**config.mk**
```make
export PLATFORM = sky130hd
export DESIGN_NAME = decode_unit
export DESIGN_NICKNAME = d
export VERILOG_FILES = /design/src/rtl/decode_unit.sv
export SDC_FILE = /design/constraint.sdc
export NUM_CORES = 1
export LEC_CHECK = 0
export BUFFER_PORTS_ARGS = -buffer_cell sky130_fd_sc_hd__buf_2
export CORE_ASPECT_RATIO = 1.5
export CORE_MARGIN = 1.5
export CORE_UTILIZATION = 34
export DETAILED_ROUTE_END_ITERATION = 12
export PLACE_DENSITY = 0.58
export REMOVE_ABC_BUFFERS = 1
export SYNTH_ARGS = -nofsm -noshare
export SYNTH_HDL_FRONTEND = slang
export SYNTH_SLANG_ARGS = --single-unit
```
**constraint.sdc**
```tcl
create_clock -name clock -period 2.18 [get_ports clock]
set_clock_uncertainty 0.05 [all_clocks]
set_input_delay 0.327 -clock clock [delete_from_list [all_inputs] [get_ports clock]]
set_output_delay 0.327 -clock clock [all_outputs]
set_load 0.05 [all_outputs]
```
**src/rtl/decode_unit.sv**
```systemverilog
`default_nettype none
// ============================================================================
//  Module   : decode_unit
//  Purpose  : Instruction register and decoder placed after fetch_unit. It
//             resolves JMP/BEZ back to fetch, squashes wrong-path slots after
//             a taken branch and freezes issue once HALT is seen.
//  Options  : DECODE_BRANCH_STATS_EN adds saturating taken_count and
//             squash_count outputs, both STAT_W bits wide.
//  Revision : 1.0  initial release
// ============================================================================
module decode_unit #(
    parameter int FLUSH_CYCLES = 1,
    parameter int STAT_W       = 8
) (
    input  logic        clock,
    input  logic        reset,
    input  logic [8:0]  instruction_val,
    input  logic        zero_flag,
    output logic        branch_ctrl,
    output logic [7:0]  branch_val,
    output logic        valid,
    output logic [1:0]  alu_op,
    output logic [1:0]  rd,
    output logic [1:0]  rs,
    output logic [1:0]  rt,
    output logic [3:0]  imm,
    output logic        imm_sel,
    output logic        reg_we,
    output logic        halted
`ifdef DECODE_BRANCH_STATS_EN
    ,
    output logic [STAT_W-1:0] taken_count,
    output logic [STAT_W-1:0] squash_count
`endif
);

    localparam logic [1:0] S_RUN   = 2'd0;
    localparam logic [1:0] S_FLUSH = 2'd1;
    localparam logic [1:0] S_HALT  = 2'd2;

    localparam logic [2:0] OP_LDI  = 3'b100;
    localparam logic [2:0] OP_BEZ  = 3'b101;
    localparam logic [2:0] OP_JMP  = 3'b110;
    localparam logic [2:0] OP_SYS  = 3'b111;

    // Out-of-range parameters are rejected at elaboration time.
    if (FLUSH_CYCLES < 1 || FLUSH_CYCLES > 3) begin : g_bad_flush_cycles
        $error("decode_unit: FLUSH_CYCLES must be in 1..3");
    end
    if (STAT_W < 1) begin : g_bad_stat_w
        $error("decode_unit: STAT_W must be at least 1");
    end

    logic [8:0] r_ir;
    logic       r_ir_valid;
    logic [1:0] r_state;
    logic [1:0] r_flush_cnt;
    logic [1:0] w_state_nxt;
    logic [1:0] w_flush_nxt;

    logic [2:0] w_op;
    logic       w_is_jmp;
    logic       w_is_bez;
    logic       w_is_halt;
    logic       w_live;
    logic       w_taken;

    assign w_op      = r_ir[8:6];
    assign w_is_jmp  = (w_op == OP_JMP);
    assign w_is_bez  = (w_op == OP_BEZ);
    assign w_is_halt = (w_op == OP_SYS) && (r_ir[5:0] != 6'd0);
    // Only a captured instruction seen in RUN is architecturally live.
    assign w_live    = (r_state == S_RUN) && r_ir_valid;
    assign w_taken   = w_live && (w_is_jmp || (w_is_bez && zero_flag));

    // State register, instruction register and flush counter.
    always_ff @(posedge clock) begin
        if (!reset) begin
            r_state     <= S_RUN;
            r_flush_cnt <= 2'd0;
            r_ir        <= 9'h000;
            r_ir_valid  <= 1'b0;
        end else begin
            r_state     <= w_state_nxt;
            r_flush_cnt <= w_flush_nxt;
            if (r_state != S_HALT) begin
                r_ir       <= instruction_val;
                r_ir_valid <= 1'b1;
            end
        end
    end

    // Next-state logic: taken branch opens a flush window, HALT is terminal.
    always_comb begin
        w_state_nxt = r_state;
        w_flush_nxt = r_flush_cnt;
        case (r_state)
            S_RUN: begin
                if (w_taken) begin
                    w_state_nxt = S_FLUSH;
                    w_flush_nxt = 2'(FLUSH_CYCLES);
                end else if (w_live && w_is_halt) begin
                    w_state_nxt = S_HALT;
                end
            end
            S_FLUSH: begin
                if (r_flush_cnt <= 2'd1) begin
                    w_state_nxt = S_RUN;
                    w_flush_nxt = 2'd0;
                end else begin
                    w_flush_nxt = r_flush_cnt - 2'd1;
                end
            end
            S_HALT: begin
                w_state_nxt = S_HALT;
            end
            default: begin
                w_state_nxt = S_RUN;
                w_flush_nxt = 2'd0;
            end
        endcase
    end

    // Output decode from the registered IR and state.
    always_comb begin
        valid       = w_live;
        branch_ctrl = w_taken;
        halted      = (r_state == S_HALT);
        branch_val  = 8'h00;
        alu_op      = 2'b00;
        rd          = 2'd0;
        rs          = 2'd0;
        rt          = 2'd0;
        imm         = 4'd0;
        imm_sel     = 1'b0;
        if (w_is_jmp || w_is_bez) begin
            branch_val = {r_ir[5], r_ir[5], r_ir[5:0]};
        end
        if (!w_op[2]) begin
            alu_op = w_op[1:0];
            rd     = r_ir[5:4];
            rs     = r_ir[3:2];
            rt     = r_ir[1:0];
        end else if (w_op == OP_LDI) begin
            rd      = r_ir[5:4];
            imm     = r_ir[3:0];
            imm_sel = 1'b1;
        end
        reg_we = w_live && (w_op <= OP_LDI);
    end

`ifdef DECODE_BRANCH_STATS_EN
    logic [STAT_W-1:0] r_taken_count;
    logic [STAT_W-1:0] r_squash_count;

    // Saturating counters of redirects and squashed capture slots.
    always_ff @(posedge clock) begin
        if (!reset) begin
            r_taken_count  <= '0;
            r_squash_count <= '0;
        end else begin
            if (w_taken && (r_taken_count != '1)) begin
                r_taken_count <= r_taken_count + STAT_W'(1);
            end
            if ((r_state == S_FLUSH) && (r_squash_count != '1)) begin
                r_squash_count <= r_squash_count + STAT_W'(1);
            end
        end
    end

    assign taken_count  = r_taken_count;
    assign squash_count = r_squash_count;
`endif

endmodule
`default_nettype wire

```
# After elaboration in Yosys (flattened, before gate mapping)
# Index checks and enable logic that the tools add are counted.
[word_totals]
regBits = 14
in_bits = 12
out_inout_bits = 25
[classes]
add_sub_neg = 1
order_cmp = 2
n_eq_ne = 10
n_mux = 17
bitwise_logic = 1
reduce_logical = 12
[op_table]
columns = ["operator", "n"]
rows = [
  ["$mux W2", 10],
  ["$eq A3 B3 Y1 const B", 4],
  ["$pmux W2 S3", 2],
  ["$mux W4", 2],
  ["$mux W8", 1],
  ["$logic_and A1 B1 Y1", 6],
  ["$ne A2 B2 Y1 const B", 3],
  ["$reduce_bool A6 Y1", 1],
  ["$reduce_and A2 Y1", 2],
  ["$le A3 B3 Y1 const B", 1],
  ["$ne A3 B2 Y1 const B", 1],
  ["$eq A2 B1 Y1 const B", 1],
  ["$eq A2 B2 Y1 const B", 1],
  ["$le A2 B1 Y1 const B", 1],
  ["$logic_not A2 Y1", 1],
  ["$logic_or A1 B1 Y1", 2],
  ["$mux W1", 2],
  ["$sub A2 B1 Y2 const B", 1],
  ["$not A1 Y1", 1],
]

# Depth between registers and ports, before layout
[logic_depth]
word_depth = 6
depth_mapped = 5
depth_no_buf = 4

# Least setup slack after synthesis
# No wires, ideal clock.
[synth_timing]
kind = "reg2out"
startpoint = "register r_state[0]"
endpoint = "output port reg_we"
arrival_time_ns = 2.119
path_slack_ns = -0.316
stages_incl_launch_ff = 3
path_buffers = 0
path_cell_list = "dfxtp_1 nor3b_1 and2_1"
[synth_via]
elab_chain_len = 3
[synth_lines]
columns = ["element", "line_no", "text"]
rows = [
  ["from (decl)", "56", "logic [1:0] r_state;"],
  ["from (signal assigned)", "84", "r_state <= w_state_nxt;"],
  ["$logic_not A2 Y1", "73", "assign w_live = (r_state == S_RUN) && r_ir_valid;"],
  ["$logic_and A1 B1 Y1", "73", ""],
  ["named net valid", "21", "output logic valid,"],
  ["$logic_and A1 B1 Y1", "149", "reg_we = w_live && (w_op <= OP_LDI);"],
  ["to (decl)", "28", "output logic reg_we,"],
]
# The timed path passes the listed nets, and every way through them passes these cells.

# Final worst setup path
[layout_timing]
startpoint = "register r_ir[8]"
endpoint = "output port imm[3]"
[layout_via]
elab_chain_len = 3
[layout_lines]
columns = ["element", "line_no", "text"]
rows = [
  ["from (decl)", "54", "logic [8:0] r_ir;"],
  ["from (signal assigned)", "87", "r_ir <= instruction_val;"],
  ["$eq A3 B3 Y1", "144", "end else if (w_op == OP_LDI) begin"],
  ["$mux W4", "144", ""],
  ["$mux W4 (*)", "139", "if (!w_op[2]) begin"],
  ["to (decl)", "26", "output logic [3:0] imm,"],
]
# Every way passes the cells marked *; elsewhere a longest branch is shown, timed or not.

==> impl_results.md <==
- Final setup fails: 0
- Asr flop ratio synth: 0%
- CTS buffer count: 3
- Gate Count Post-Synth: 93
- Slew headroom: between 70% and 80%
- Fillers: 210
- Initial drt markers: 5
- DR vias: around 700
- Pin count of the biggest net entering global routing: 17
- Post-Synth XOR/XNOR Area: 1.14%
- Post-synth EDFFs: 0
- #FFs+latches synth: 14
- Final Core Density: a little under half
- Post-Place Worst Slack: 0.433 ns
- Yosys warns: 0
- N_diodes: 0
- Number of global-route vias before repair: just under 600
- Core ar.: slightly above 2000 sq um
- MaxCap Viol Count: 0
- Final min period: 2.02 ns
- Most frequent cells in the layout: buf_2, nand2_1, dfxtp_1
- Final Net Count: around 140
- Fmax: between 0.4 and 0.5 GHz
- CTS tree: built
- First-pass GRT wire length: roughly 2700 um
- Crit path max-delay family: flip-flops
- Critical Setup Path Class: flop to output pin
- Mapped Area: 767 sq um
- WL/cell: 10.8 um
- Tot GR Track Use: 14.0%
- Row cnt: 20
- WP data required: around 1.8 ns
- Clock-pin slew of the registers on the worst-case setup and hold paths: ~0.090 ns
- Total Die Area: ~2600 sq um
- Final Hold Vio Count: 0
- Avg Vias per Cell: roughly 4.7
- Final ANT Viol Nets: 0
- Placed Area: 937 sq um
- CTS resizes: 0
- Clock Sinks: 14
- Slew Limit Fails: 0
- I/O Buffers: 36
- Critical path's slowest cell: dfxtp_1
- Die Span Y: roughly 61 um
- Ports: 37
- Seq/Total Area, Yosys: a little over a third
- Crit path DAT: 1.64 ns
- RSZ-0062 raised after global routing: no
- Compound-Gate Fraction of Synth Area: ~15%
- Post-CTS Hold Fix Bufs: 0
- Routed wire length: 1590 um
- Critical path capture point type: output pin
- Pwr Total: approximately 600 uW
- Mean Syn Cell Area: between 8 and 9 sq um
- Most used flip-flop cell after synthesis: dfxtp_1
- Startpoint types: flop
- Least-Margin Pin Slew: 0.442 ns
- Clk_lat worst skew: ~0.28 ns
- Ratio of cells with drive above 1 in the final layout: 37.3%
- Residual DRC: 0
- Die width: approximately 42 um
- Critical path peak fanout: 16
- Largest family of logic cells by synthesized area: simple AND/OR/NAND/NOR gates
- Leakage: 0.000525 uW
- Final period util: 92.5%
- Worst-path cell chain: nor3b_2 -> and2_1 -> buf_2
- Final Cell Area: around 1000 sq um
- Hold Path Class: primary input to flop
- Simple-Gate Fraction of Synth Area: between 30% and 40%
- Max Root-Sink Buffers: 2
- Root Buffer: clkbuf_4
- Peak VDD IR: between 0.3 and 0.4 mV
- Post-synthesis adder-cell area fraction: 0%
- Worst path buffer plus inverter count: 1
- Layout area overhead: 26.9%
- Post-synthesis cell type count: 28
- RePlAce Congestion: roughly 0.72
- H-tree lvl count: 1
- Post-CTS setup buffers: 0
- Setup_tns: 0 ns
- GRT overflow: 0
- Initial antenna violation count: 0
- Largest stage delay, worst path: about 0.6 ns
- Post-synthesis mux area share: under 10%
- DR pass1 iterations: 4
- Power per cell area: ~610 nW/um^2
- DP HPWL: between 1000 and 1500 um
- Commonest non-fill, non-tap cell in the layout: buf_2
- Status: completed
- Setup ws final: about 0.16 ns
- Starting Density: between 30% and 40%
[state kept, by name, indices dropped and copies added, names as in the netlist]
name and count:
r_ir 9, r_ir_valid 1, r_state 2, r_flush_cnt 2
[cell usage after synthesis, types with 2 or more instances]
master,count,share of area (%)
nand2_1,19,9.3
a21boi_1,11,11
dfxtp_1,14,37
and2_1,7,5.7
clkbuf_1,2,0.98
o21ai_1,2,1.3
nor2b_1,6,4.9
nor3b_1,2,2.0
and3_1,6,4.9
buf_2,3,2.0
inv_1,2,0.98
buf_4,3,2.9
[final cells by class]
| class | count | area, sq um | share of cell area, % |
|---|---|---|---|
| clock buffer | 4 | 36.3 | 3.73 |
| inverter | 3 | 11.3 | 1.16 |
| multi-input combinational | 68 | 430 | 44.2 |
| sequential | 14 | 280 | 28.8 |
| tap | 22 | 27.5 | 2.83 |
| timing repair buffer | 37 | 188 | 19.3 |
[kinds of logic after synthesis]
kind of cell / Yosys count
AOI/OAI and AO/OA: 16
buffers and inverters: 11
xor gates and xnor gates: 1
muxes: 1
and+or+nand+nor: 50
DFF: 14
[path summary, 6_finish.rpt]
kind,from,depth (start not counted),slack [ns],endpoint
worst max-delay path,r_ir[8],3,0.16,imm[3]
worst min-delay path,instruction_val[0],3,0.23,r_ir[0]
worst max register to register,r_ir[8],3,0.84,r_flush_cnt[1]
worst min register to register,r_ir[5],2,0.44,r_ir[5]
[stage by stage]
stage | hold WS [ns] | instances
after floorplan | 0.392 | 85
after global placement | 0.414 | 144
after detailed placement | 0.424 | 144
after CTS | 0.219 | 148
after global routing | 0.239 | 148
final | 0.231 | 148
[metal layers]
metal  global-route usage [%]  routed length (um)  vias up  part of all wire, %
met4                     9.68                  29        0                  1.8
met5                        0                   0        -                    0
met3                     2.64                 109        4                  6.8
met2                     23.7                 710       29                   45
met1                     16.2                 745      287                   47
li1                         -                   -      373                    -
[where the power goes]
part	switching [uW]	internal, uW
registers	15.7	267
clock network	85.2	102
logic	82.1	39.2
total	183	407
[worst register-to-register path, cell delays in order (launching register included)]
cell	delay [ns]
dfxtp_1	0.60
and4bb_1	0.30
o21ai_2	0.09
and4_1	0.20
Note: power is estimated with default switching activity, not from simulation.
